===== src/rtl/sram_init_pkg.sv =====
// Shared state encoding, response flag layout and parameter defaults for the SRAM port initiator.
package sram_init_pkg;

  typedef enum logic [1:0] {
    IDLE,
    REQ,
    RESP
  } state_e;

  // Width-independent part of a response; the top pairs it with rdata of its own DATA_WIDTH.
  typedef struct packed {
    logic we;
    logic err;
  } rsp_flags_t;

  localparam int unsigned DEFAULT_TIMEOUT   = 255;
  localparam int unsigned DEFAULT_RSP_DEPTH = 2;

endpackage


===== src/rtl/sram_init_rsp_fifo.sv =====
// Synchronous response FIFO with occupancy count; simultaneous push and pop are both honoured.
module sram_init_rsp_fifo #(
  parameter type             rsp_t = logic,
  parameter int unsigned     DEPTH = 2,
  localparam int unsigned    CW    = $clog2(DEPTH + 1)
) (
  input  logic          clk_i,
  input  logic          rst_ni,
  input  logic          push,
  input  rsp_t          wdata,
  input  logic          pop,
  output rsp_t          rdata,
  output logic [CW-1:0] count
);

  localparam int unsigned PW = (DEPTH > 1) ? $clog2(DEPTH) : 1;

  rsp_t          mem [DEPTH];
  logic [PW-1:0] wr_ptr;
  logic [PW-1:0] rd_ptr;
  logic          do_push;
  logic          do_pop;

  function automatic logic [PW-1:0] ptr_inc(input logic [PW-1:0] ptr);
    return (ptr == PW'(DEPTH - 1)) ? '0 : ptr + 1'b1;
  endfunction

  assign do_pop  = pop && (count != '0);
  assign do_push = push && ((count != CW'(DEPTH)) || do_pop);
  assign rdata   = mem[rd_ptr];

  always_ff @(posedge clk_i or negedge rst_ni) begin
    if (!rst_ni) begin
      // NOTE: the storage is reset too, so the head (and thus rsp_*) reads 0 straight out of reset.
      for (int i = 0; i < int'(DEPTH); i++) mem[i] <= '0;
      wr_ptr <= '0;
      rd_ptr <= '0;
      count  <= '0;
    end else begin
      // NOTE: sequential state uses non-blocking assignments so every register sees pre-edge values.
      if (do_push) begin
        mem[wr_ptr] <= wdata;
        wr_ptr      <= ptr_inc(wr_ptr);
      end
      if (do_pop) rd_ptr <= ptr_inc(rd_ptr);
      if (do_push && !do_pop)      count <= count + 1'b1;
      else if (do_pop && !do_push) count <= count - 1'b1;
    end
  end

endmodule


===== src/rtl/sram_port_initiator.sv =====
// Initiator side of the SRAM req/gnt/rvalid/rready port: one transaction at a time, buffered responses,
// per-transaction timeout and error accounting. Define SRAM_INIT_PARITY_CHECK_EN to check gnt/rvalid parity.
module sram_port_initiator
  import sram_init_pkg::*;
#(
  parameter int unsigned  DATA_WIDTH   = 32,
  parameter int unsigned  NUM_WORDS    = 1024,
  parameter int unsigned  RSP_DEPTH    = DEFAULT_RSP_DEPTH,
  parameter int unsigned  TIMEOUT      = DEFAULT_TIMEOUT,
  parameter int unsigned  ERRCNT_WIDTH = 8,
  localparam int unsigned ADDR_WIDTH   = $clog2(NUM_WORDS),
  localparam int unsigned BE_WIDTH     = DATA_WIDTH / 8
) (
  input  logic                    clk_i,
  input  logic                    rst_ni,
  input  logic                    cmd_valid_i,
  output logic                    cmd_ready_o,
  input  logic                    cmd_we_i,
  input  logic [ADDR_WIDTH-1:0]   cmd_addr_i,
  input  logic [DATA_WIDTH-1:0]   cmd_wdata_i,
  input  logic [BE_WIDTH-1:0]     cmd_be_i,
  output logic                    rsp_valid_o,
  input  logic                    rsp_ready_i,
  output logic [DATA_WIDTH-1:0]   rsp_rdata_o,
  output logic                    rsp_we_o,
  output logic                    rsp_err_o,
  output logic                    sram_req_o,
  output logic                    sram_we_o,
  output logic [ADDR_WIDTH-1:0]   sram_addr_o,
  output logic [DATA_WIDTH-1:0]   sram_wdata_o,
  output logic [BE_WIDTH-1:0]     sram_be_o,
  output logic                    sram_rready_o,
  input  logic                    sram_gnt_i,
  input  logic                    sram_gntpar_i,
  input  logic                    sram_rvalid_i,
  input  logic                    sram_rvalidpar_i,
  input  logic [DATA_WIDTH-1:0]   sram_rdata_i,
  output logic                    err_o,
  input  logic                    err_clr_i,
  output logic [ERRCNT_WIDTH-1:0] err_cnt_o
);

  localparam int unsigned CW = $clog2(RSP_DEPTH + 1);
  localparam int unsigned TW = $clog2(TIMEOUT + 1);

  typedef struct packed {
    logic [DATA_WIDTH-1:0] rdata;
    rsp_flags_t            flags;
  } rsp_t;

  state_e        state_q, state_d;
  logic [TW-1:0] timer_q, timer_d;
  logic          err_pending_q, err_pending_d;
  logic          accept;
  logic          par_fault;
  logic          push;
  logic          pop;
  rsp_t          push_data;
  rsp_t          head;
  logic [CW-1:0] fifo_count;

  // A free FIFO slot is checked at accept time, so the in-flight transaction always has room to push.
  assign cmd_ready_o   = (state_q == IDLE) && (fifo_count < CW'(RSP_DEPTH));
  assign accept        = cmd_valid_i && cmd_ready_o;
  assign sram_req_o    = (state_q == REQ);
  assign sram_rready_o = (state_q == RESP);

`ifdef SRAM_INIT_PARITY_CHECK_EN
  assign par_fault = (sram_gntpar_i == sram_gnt_i) || (sram_rvalidpar_i == sram_rvalid_i);
`else
  logic unused_parity;
  assign unused_parity = sram_gntpar_i ^ sram_rvalidpar_i;
  assign par_fault     = 1'b0;
`endif

  always_comb begin
    // NOTE: defaults first, so no path through the case below leaves a signal unassigned (no latches).
    state_d       = state_q;
    timer_d       = timer_q;
    err_pending_d = err_pending_q;
    push          = 1'b0;
    push_data     = '0;
    unique case (state_q)
      IDLE: begin
        if (accept) begin
          state_d       = REQ;
          timer_d       = '0;
          err_pending_d = 1'b0;
        end
      end
      REQ, RESP: begin
        if (par_fault) err_pending_d = 1'b1;
        if (state_q == REQ && sram_gnt_i) begin
          state_d = RESP;
          timer_d = '0;
        end else if (state_q == RESP && sram_rvalid_i) begin
          push                = 1'b1;
          push_data.flags.we  = sram_we_o;
          push_data.flags.err = err_pending_d;
          push_data.rdata     = (sram_we_o || err_pending_d) ? '0 : sram_rdata_i;
          state_d             = IDLE;
        end else if (timer_q == TW'(TIMEOUT - 1)) begin
          push                = 1'b1;
          push_data.flags.we  = sram_we_o;
          push_data.flags.err = 1'b1;
          state_d             = IDLE;
        end else begin
          timer_d = timer_q + 1'b1;
        end
      end
      default: state_d = IDLE;
    endcase
  end

  always_ff @(posedge clk_i or negedge rst_ni) begin
    if (!rst_ni) begin
      state_q       <= IDLE;
      timer_q       <= '0;
      err_pending_q <= 1'b0;
      sram_we_o     <= 1'b0;
      sram_addr_o   <= '0;
      sram_wdata_o  <= '0;
      sram_be_o     <= '0;
    end else begin
      state_q       <= state_d;
      timer_q       <= timer_d;
      err_pending_q <= err_pending_d;
      if (accept) begin
        sram_we_o    <= cmd_we_i;
        sram_addr_o  <= cmd_addr_i;
        sram_wdata_o <= cmd_wdata_i;
        sram_be_o    <= cmd_be_i;
      end
    end
  end

  // Clear wins over a same-cycle errored push.
  always_ff @(posedge clk_i or negedge rst_ni) begin
    if (!rst_ni) begin
      err_o     <= 1'b0;
      err_cnt_o <= '0;
    end else if (err_clr_i) begin
      err_o     <= 1'b0;
      err_cnt_o <= '0;
    end else if (push && push_data.flags.err) begin
      err_o <= 1'b1;
      if (err_cnt_o != '1) err_cnt_o <= err_cnt_o + 1'b1;
    end
  end

  sram_init_rsp_fifo #(
    .rsp_t (rsp_t),
    .DEPTH (RSP_DEPTH)
  ) u_rsp_fifo (
    .clk_i  (clk_i),
    .rst_ni (rst_ni),
    .push   (push),
    .wdata  (push_data),
    .pop    (pop),
    .rdata  (head),
    .count  (fifo_count)
  );

  assign rsp_valid_o = (fifo_count != '0);
  assign pop         = rsp_valid_o && rsp_ready_i;
  assign rsp_rdata_o = head.rdata;
  assign rsp_we_o    = head.flags.we;
  assign rsp_err_o   = head.flags.err;

endmodule

===== config.mk =====
export PLATFORM = sky130hd
export DESIGN_NAME = sram_port_initiator
export DESIGN_NICKNAME = d
export VERILOG_FILES = /design/src/rtl/sram_init_pkg.sv /design/src/rtl/sram_init_rsp_fifo.sv /design/src/rtl/sram_port_initiator.sv
export SDC_FILE = /design/constraint.sdc
export NUM_CORES = 1
export LEC_CHECK = 0
export ABC_CLOCK_PERIOD_IN_PS = 2400
export BUFFER_PORTS_ARGS = -buffer_cell sky130_fd_sc_hd__buf_2
export CELL_PAD_IN_SITES_DETAIL_PLACEMENT = 0
export CELL_PAD_IN_SITES_GLOBAL_PLACEMENT = 1
export CORE_MARGIN = 2
export CORE_UTILIZATION = 35
export CTS_CLUSTER_DIAMETER = 30
export CTS_CLUSTER_SIZE = 10
export DETAILED_ROUTE_END_ITERATION = 10
export PLACE_DENSITY_LB_ADDON = 0.12
export SYNTH_ARGS = -nofsm -noshare
export SYNTH_HDL_FRONTEND = slang
export SYNTH_HIERARCHICAL = 1
export SYNTH_SLANG_ARGS = --single-unit

===== constraint.sdc =====
create_clock -name clk_i -period 2.4 [get_ports clk_i]
set_input_delay 0.24 -clock clk_i [delete_from_list [all_inputs] [get_ports clk_i]]
set_output_delay 0.24 -clock clk_i [all_outputs]
set_load 0.01 [all_outputs]

# Word-level counts from Yosys, hierarchy flattened
# Index checks and enable logic that the tools add are counted.
[totals]
ff_bits = 139
in_bits = 88
word_cells = 103
[op_classes]
add_sub_neg = 6
n_lt_le_gt_ge = 4
n_eq_ne = 9
n_mux = 38
bitwise = 2
reduce_logical = 26
[op_table]
columns = ["op", "n"]
rows = [
  ["$mux W34", 6],
  ["$bwmux W68", 1],
  ["$mux W32", 2],
  ["$mux W8", 7],
  ["$demux W34 S1", 1],
  ["$add A8 B1 Y8 const B", 2],
  ["$mux W2", 8],
  ["$pmux W8 S2", 1],
  ["$logic_and A1 B1 Y1", 11],
  ["$mux W1", 10],
  ["$reduce_bool A2 Y1", 5],
  ["$eq A8 B8 Y1 const B", 1],
  ["$ne A8 B8 Y1 const B", 1],
  ["$ne A3 B3 Y1 const B", 2],
  ["$reduce_and A2 Y1", 3],
  ["$ge A2 B2 Y1 const B", 2],
  ["$ne A2 B2 Y1 const B", 2],
  ["$ne A4 B4 Y1 const B", 1],
  ["$not A1 Y2", 2],
  ["$pmux W2 S2", 1],
  ["$reduce_and A4 Y1", 1],
  ["$add A1 B1 Y1 const B", 2],
  ["$add A2 B1 Y2 const B", 1],
  ["$eq A2 B1 Y1 const B", 1],
  ["9 further kinds", 11],
]

# Depth between registers and ports, before layout
[depth]
ltp_word = 11
mapped_depth = 11
ltp_nobuf = 10

# Cells and area by module
# The synthesis kept the hierarchy.
[by_module_without_submodules]
columns = ["module", "n_inst", "cells_per_inst", "area_each_um2", "seq_area_each_um2"]
rows = [
  ["sram_init_rsp_fifo", 1, 197, 3154.3, 1801.7],
  ["sram_port_initiator", 1, 263, 3121.7, 1651.6],
]

# Worst setup path before layout
# OpenSTA, ideal clock, no wires.
[synth_timing]
path_kind = "flip-flop to flip-flop"
startpoint = "register timer_q[0]"
endpoint = "register u_rsp_fifo/mem[47] (netlist name)"
arrival_ns = 2.223
required_time_ns = 2.275
setup_slack_ns = 0.053
stages_incl_launch_ff = 10
synth_period_minus_slack_ns = 2.347
cell_sequence = "dfrtp_1 inv_1 ha_1 nand3_1 or2_2 clkbuf_1 a21oi_1 nor3b_4 buf_4 mux2_2"
[synth_between]
elab_chain_len = 6
[synth_rtl]
columns = ["element", "line", "rtl"]
rows = [
  ["start: declaration", "sram_port_initiator.sv:52", "logic [TW-1:0] timer_q, timer_d;"],
  ["start signal: assignment", "sram_port_initiator.sv:126", "timer_q <= timer_d;"],
  ["$eq A8 B8 Y1", "sram_port_initiator.sv:102", "end else if (timer_q == TW'(TIMEOUT - 1)) begin"],
  ["$mux W1", "sram_port_initiator.sv:102", ""],
  ["$mux W1", "sram_port_initiator.sv:96", "end else if (state_q == RESP && sram_rvalid_i) begin"],
  ["$mux W1", "sram_port_initiator.sv:93", "if (state_q == REQ && sram_gnt_i) begin"],
  ["$mux W1", "sram_port_initiator.sv:83", "unique case (state_q)"],
  ["net push", "sram_port_initiator.sv:56", "logic push;"],
  ["$logic_and A1 B1 Y1", "sram_init_rsp_fifo.sv:29", "assign do_push = push && ((count != CW'(DEPTH)) || do_pop);"],
  ["end signal: indexed assignment", "sram_init_rsp_fifo.sv:42", "mem[wr_ptr] <= wdata;"],
  ["end: declaration", "sram_init_rsp_fifo.sv:18", "rsp_t mem [DEPTH];"],
]
# The timed path passes the listed nets, and every way through them passes these cells.
# A chain may end at the register's enable or synchronous reset.

# Final worst setup path
[layout_timing]
startpoint = "register state_q[0]"
endpoint = "register err_cnt_o[3]"
[layout_between]
elab_chain_len = 8
elab_cells_between_ends = 14
[layout_rtl]
columns = ["element", "line", "rtl"]
rows = [
  ["start: declaration", "sram_port_initiator.sv:51", "state_e state_q, state_d;"],
  ["start signal: assignment", "sram_port_initiator.sv:125", "state_q <= state_d;"],
  ["$eq A2 B2 Y1", "sram_port_initiator.sv:83, sram_port_initiator.sv:96", ""],
  ["$logic_and A1 B1 Y1", "sram_port_initiator.sv:96", ""],
  ["$mux W1 or $mux W2 (tied branches)", "sram_port_initiator.sv:96", ""],
  ["$mux W1 or $mux W34 (tied branches)", "sram_port_initiator.sv:93", ""],
  ["$mux W1 or $mux W34 (tied branches)", "sram_port_initiator.sv:83", ""],
  ["$logic_and A1 B1 Y1 *", "sram_port_initiator.sv:145", "end else if (push && push_data.flags.err) begin"],
  ["$reduce_bool A2 Y1 (no line) *", "n/a", ""],
  ["$reduce_and A2 Y1 (no line) *", "n/a", ""],
  ["end signal: assignment", "sram_port_initiator.sv:147", "if (err_cnt_o != '1) err_cnt_o <= err_cnt_o + 1'b1;"],
  ["end: declaration", "sram_port_initiator.sv:40", "output logic [ERRCNT_WIDTH-1:0] err_cnt_o"],
]
# Every way passes the cells marked *; elsewhere a longest branch is shown, timed or not.

==> key figures <==
Logic synthesis
  – Post-synthesis sequential area ratio: 0.5502
  – Prevailing post-synth register cell: dfrtp_1
  – Synth Instances: 460
  – Syn Nets: 556
  – Syn. warnings: 6
  – Netlist cell types: between 40 and 50
  – Syn Std Cell Area: roughly 6300 sq um
  – Synthesized area per cell: about 14 sq um
  – EDFF count, synth: 0
  – Post-synthesis register bit count: approximately 140
  – Async SR Flop Fraction: 1.000

Routing
  – Post-route ant nets: 0
  – Vias: between 4000 and 5000
  – Wire per inst: around 16 um
  – Starting DRT DRC Count: approximately 130
  – Drc violations: 0
  – Iteration count of the initial detailed-routing pass: 4
  – Detailed Route WL: 14230 um
  – Routed vias/inst: ~4.8

CTS
  – CTS sink count: around 140
  – Later-pin clock latency in the skew report: 0.41 ns
  – Post-CTS setup buffer count: 0
  – CTS buffer count: 17
  – Clock Path Buffers: 2
  – TritonCTS clock tree: yes
  – Clock Pin Slew Worst Setup and Hold Paths: around 0.060 ns
  – H-Tree Depth: 4
  – Root buffer cell: clkbuf_16

Cells and area
  – # diodes: 0
  – Nets: approximately 760
  – Non-Filler Instances: 899
  – Layout cell share with drive strength beyond 1: 0.5861
  – Layout area overhead: 31.36%

Floorplanning
  – Die Wd: 137.9 um
  – Die Y: 137.9 um
  – IO Count: ~180
  – Cell Rows: 48
  – Core Footprint: around 17000 sq um
  – Die area: roughly 19000 sq um
  – Starting density of the core: 0.3603

Power
  – Cell area power density: roughly 1000 nW/um^2
  – Max IR drop VDD: 0.5446 mV
  – Leakage Power: between 4 and 5 nW
  – Clock Power Share: 0.321
  – Flop pwr share: 0.380
  – Int Pwr: roughly 6 mW
  – Logic gate share of total power: 0.298
  – Switching power: 2.450 mW
  – Sw Share: 0.2956

Critical path
  – CP Max Fanout: 5
  – Setup slack, reg-to-reg: between 0.1 and 0.15 ns
  – R2r startpoint: state_q[0]
  – Crit Reg-Reg Endpoint: err_cnt_o[3]
  – Startpoint types: flip-flop
  – CP arrival: 2.60 ns
  – Kind of critical path: flip-flop to flip-flop
  – Worst R2R Path Depth: 6
  – Worst setup EP type: flip-flop
  – Worst Path Required: around 2.7 ns
  – Worst Setup EP: err_cnt_o[3]
  – Setup crit start: state_q[0]

STA
  – Setup tns final: 0 ns
  – Minimum clock period: roughly 2.3 ns
  – Slew headroom: 0.5543
  – Final hold violation count: 0
  – Max-slew violations: 0
  – FMAX: 439.9 MHz
  – Skew final: between 0.004 and 0.005 ns
  – Setup slack after layout: 0.1267 ns
  – RSZ-0062 raised after global routing: false
  – Final worst-path cycle share: 0.9472
  – Slew at the pin with the worst max-slew slack: approximately 0.67 ns
  – Final setup viols: 0
  – Hold slack: around 0.06 ns

Min path
  – HP Class: primary input to flip-flop

GRT
  – Antenna violations before repair: 0
  – First-pass GRT wire length: 22450 um
  – Gr ovfl total: 0
  – All-layer global routing usage: 0.1539
  – Vias in the first global route: ~4600
  – Largest net degree at the start of global routing: 69

Placement
  – RePlAce Congestion: 0.7898
  – Pre-CTS WS: -0.03615 ns
  – Buffers on Ports: between 150 and 200
  – DP Wirelength: between 9000 and 10000 um
  – Placed cell count: 865

Run
  – # Max-Cap Violations: 0

Outcome
  – Status: finished, final reports clean
==> flip-flops by register name, indices dropped and copies added, names as in the netlist <==
signal	count
u_rsp_fifo/mem	68
err_cnt_o	8
state_q	2
sram_be_o	4
u_rsp_fifo/count	2
u_rsp_fifo/rd_ptr	1
u_rsp_fifo/wr_ptr	1
err_o	1
timer_q	8
sram_addr_o	10
sram_wdata_o	32
sram_we_o	1
==> placed cells by master (no fill, tap or decap), types with 4 or more instances in the layout <==
cell,count
buf_2,178
mux2_2,150
a31oi_1,5
nor2_1,4
clkbuf_8,4
o21ai_0,8
clkbuf_1,4
clkbuf_16,17
ha_1,8
nand3_1,10
or2_2,4
and3_1,5
buf_12,7
a21oi_1,7
nand2_1,7
inv_1,10
and2_1,35
buf_4,16
dfrtp_1,137
==> synthesized netlist by cell type, drive strengths merged (3+ instances only) <==
master	count	area, sq um
a21oi	9	45.04
a31oi	5	31.28
a41oi	3	26.28
and2	35	219.0
and3	5	31.28
buf	7	50.05
clkbuf	15	86.33
dfrtp	138	3453
ha	8	100.1
inv	10	37.54
mux2	150	1689
nand2	8	30.03
nand3	10	50.05
nor2	5	21.27
o21ai	8	40.04
o31ai	3	22.52
or2	4	25.02
or4	3	22.52
xnor2	3	26.28
xor2	3	26.28
==> how the worst min path moves through the flow <==
stage	from	end	slack, ns	cells after the start
2_1_floorplan	rst_ni	err_cnt_o[0]	-0.06	0
3_3_place_gp	rst_ni	sram_addr_o[0]	0.30	1
3_5_place_dp	rst_ni	sram_addr_o[0]	0.31	1
4_1_cts	cmd_addr_i[5]	sram_addr_o[5]	0.04	2
5_1_grt	cmd_be_i[0]	sram_be_o[0]	0.04	2
6_report	cmd_be_i[0]	sram_be_o[0]	0.06	2
==> per-stage QoR <==
| stage | power, mW | utilization | cell area (sq um) |
|---|---|---|---|
| floorplan | 4.656 | - | 6276 |
| global placement | 5.618 | 0.4361 | 7595 |
| detailed placement | 5.679 | 0.4361 | 7595 |
| CTS | 8.416 | 0.4718 | 8217 |
| global route | 8.790 | 0.4733 | 8244 |
| finish | 8.288 | 0.4733 | 8244 |
==> critical path, cell delays in order, from the launching register on <==
cell	delay (ns)
dfrtp_1	0.37
inv_1	0.07
ha_1	0.29
a21bo_4	0.24
or4b_4	0.53
or4_1	0.52
a21oi_1	0.17
==> routing by layer <==
| metal | track usage | vias to the layer above | wire, um | part of all wire |
|---|---|---|---|---|
| met5 | 0 | - | 0 | 0 |
| met4 | 0.05442 | 0 | 191 | 0.013 |
| met3 | 0.06944 | 16 | 1330 | 0.093 |
| met2 | 0.2494 | 138 | 6657 | 0.47 |
| met1 | 0.1806 | 2134 | 6051 | 0.43 |
| li1 | - | 2048 | - | - |
==> area by class of cell <==
| type | count | area (sq um) |
|---|---|---|
| fillers | 1587 | 9173 |
| well taps | 225 | 281.5 |
| multi-input cells | 291 | 2690 |
| clock buffers | 25 | 495.5 |
| inverters | 10 | 37.54 |
| flip-flops and latches | 138 | 3455 |
| repair buffers | 203 | 1172 |
| clock inverters | 7 | 112.6 |
==> cells by family (layout without fill, tap and decap cells) <==
logic type | after synthesis | in the layout | share of synthesized area
adders and majority gates | 8 | 8 | 0.01595
muxes | 152 | 152 | 0.2723
xor gates and xnor gates | 6 | 6 | 0.008375
DFF | 138 | 138 | 0.5502
buffers and inverters | 32 | 245 | 0.02771
and+or+nand+nor | 82 | 83 | 0.07955
AOI/OAI and AO/OA | 42 | 42 | 0.04586
==> power by group through the flow <==
stage / Clock (mW) / Combinational (mW) / Sequential [mW]
finish: 2.66 / 2.47 / 3.15
CTS: 2.75 / 2.50 / 3.16
detailed placement: 0 / 2.49 / 3.19
global route: 2.84 / 2.72 / 3.23
global placement: 0 / 2.46 / 3.16
floorplan: 0 / 1.31 / 3.35
==> repair_timing <==
| item | 4_1_cts | 5_1_grt |
|---|---|---|
| cloned | 0 | 1 |
| resized for setup | 1 | 5 |
| hold endpoints to repair | 66 | 0 |
| setup endpoints to repair | 5 | 74 |
| hold buffers | 1 | 0 |
| pin swaps | 0 | 1 |
(Power assumes the default switching activity.)
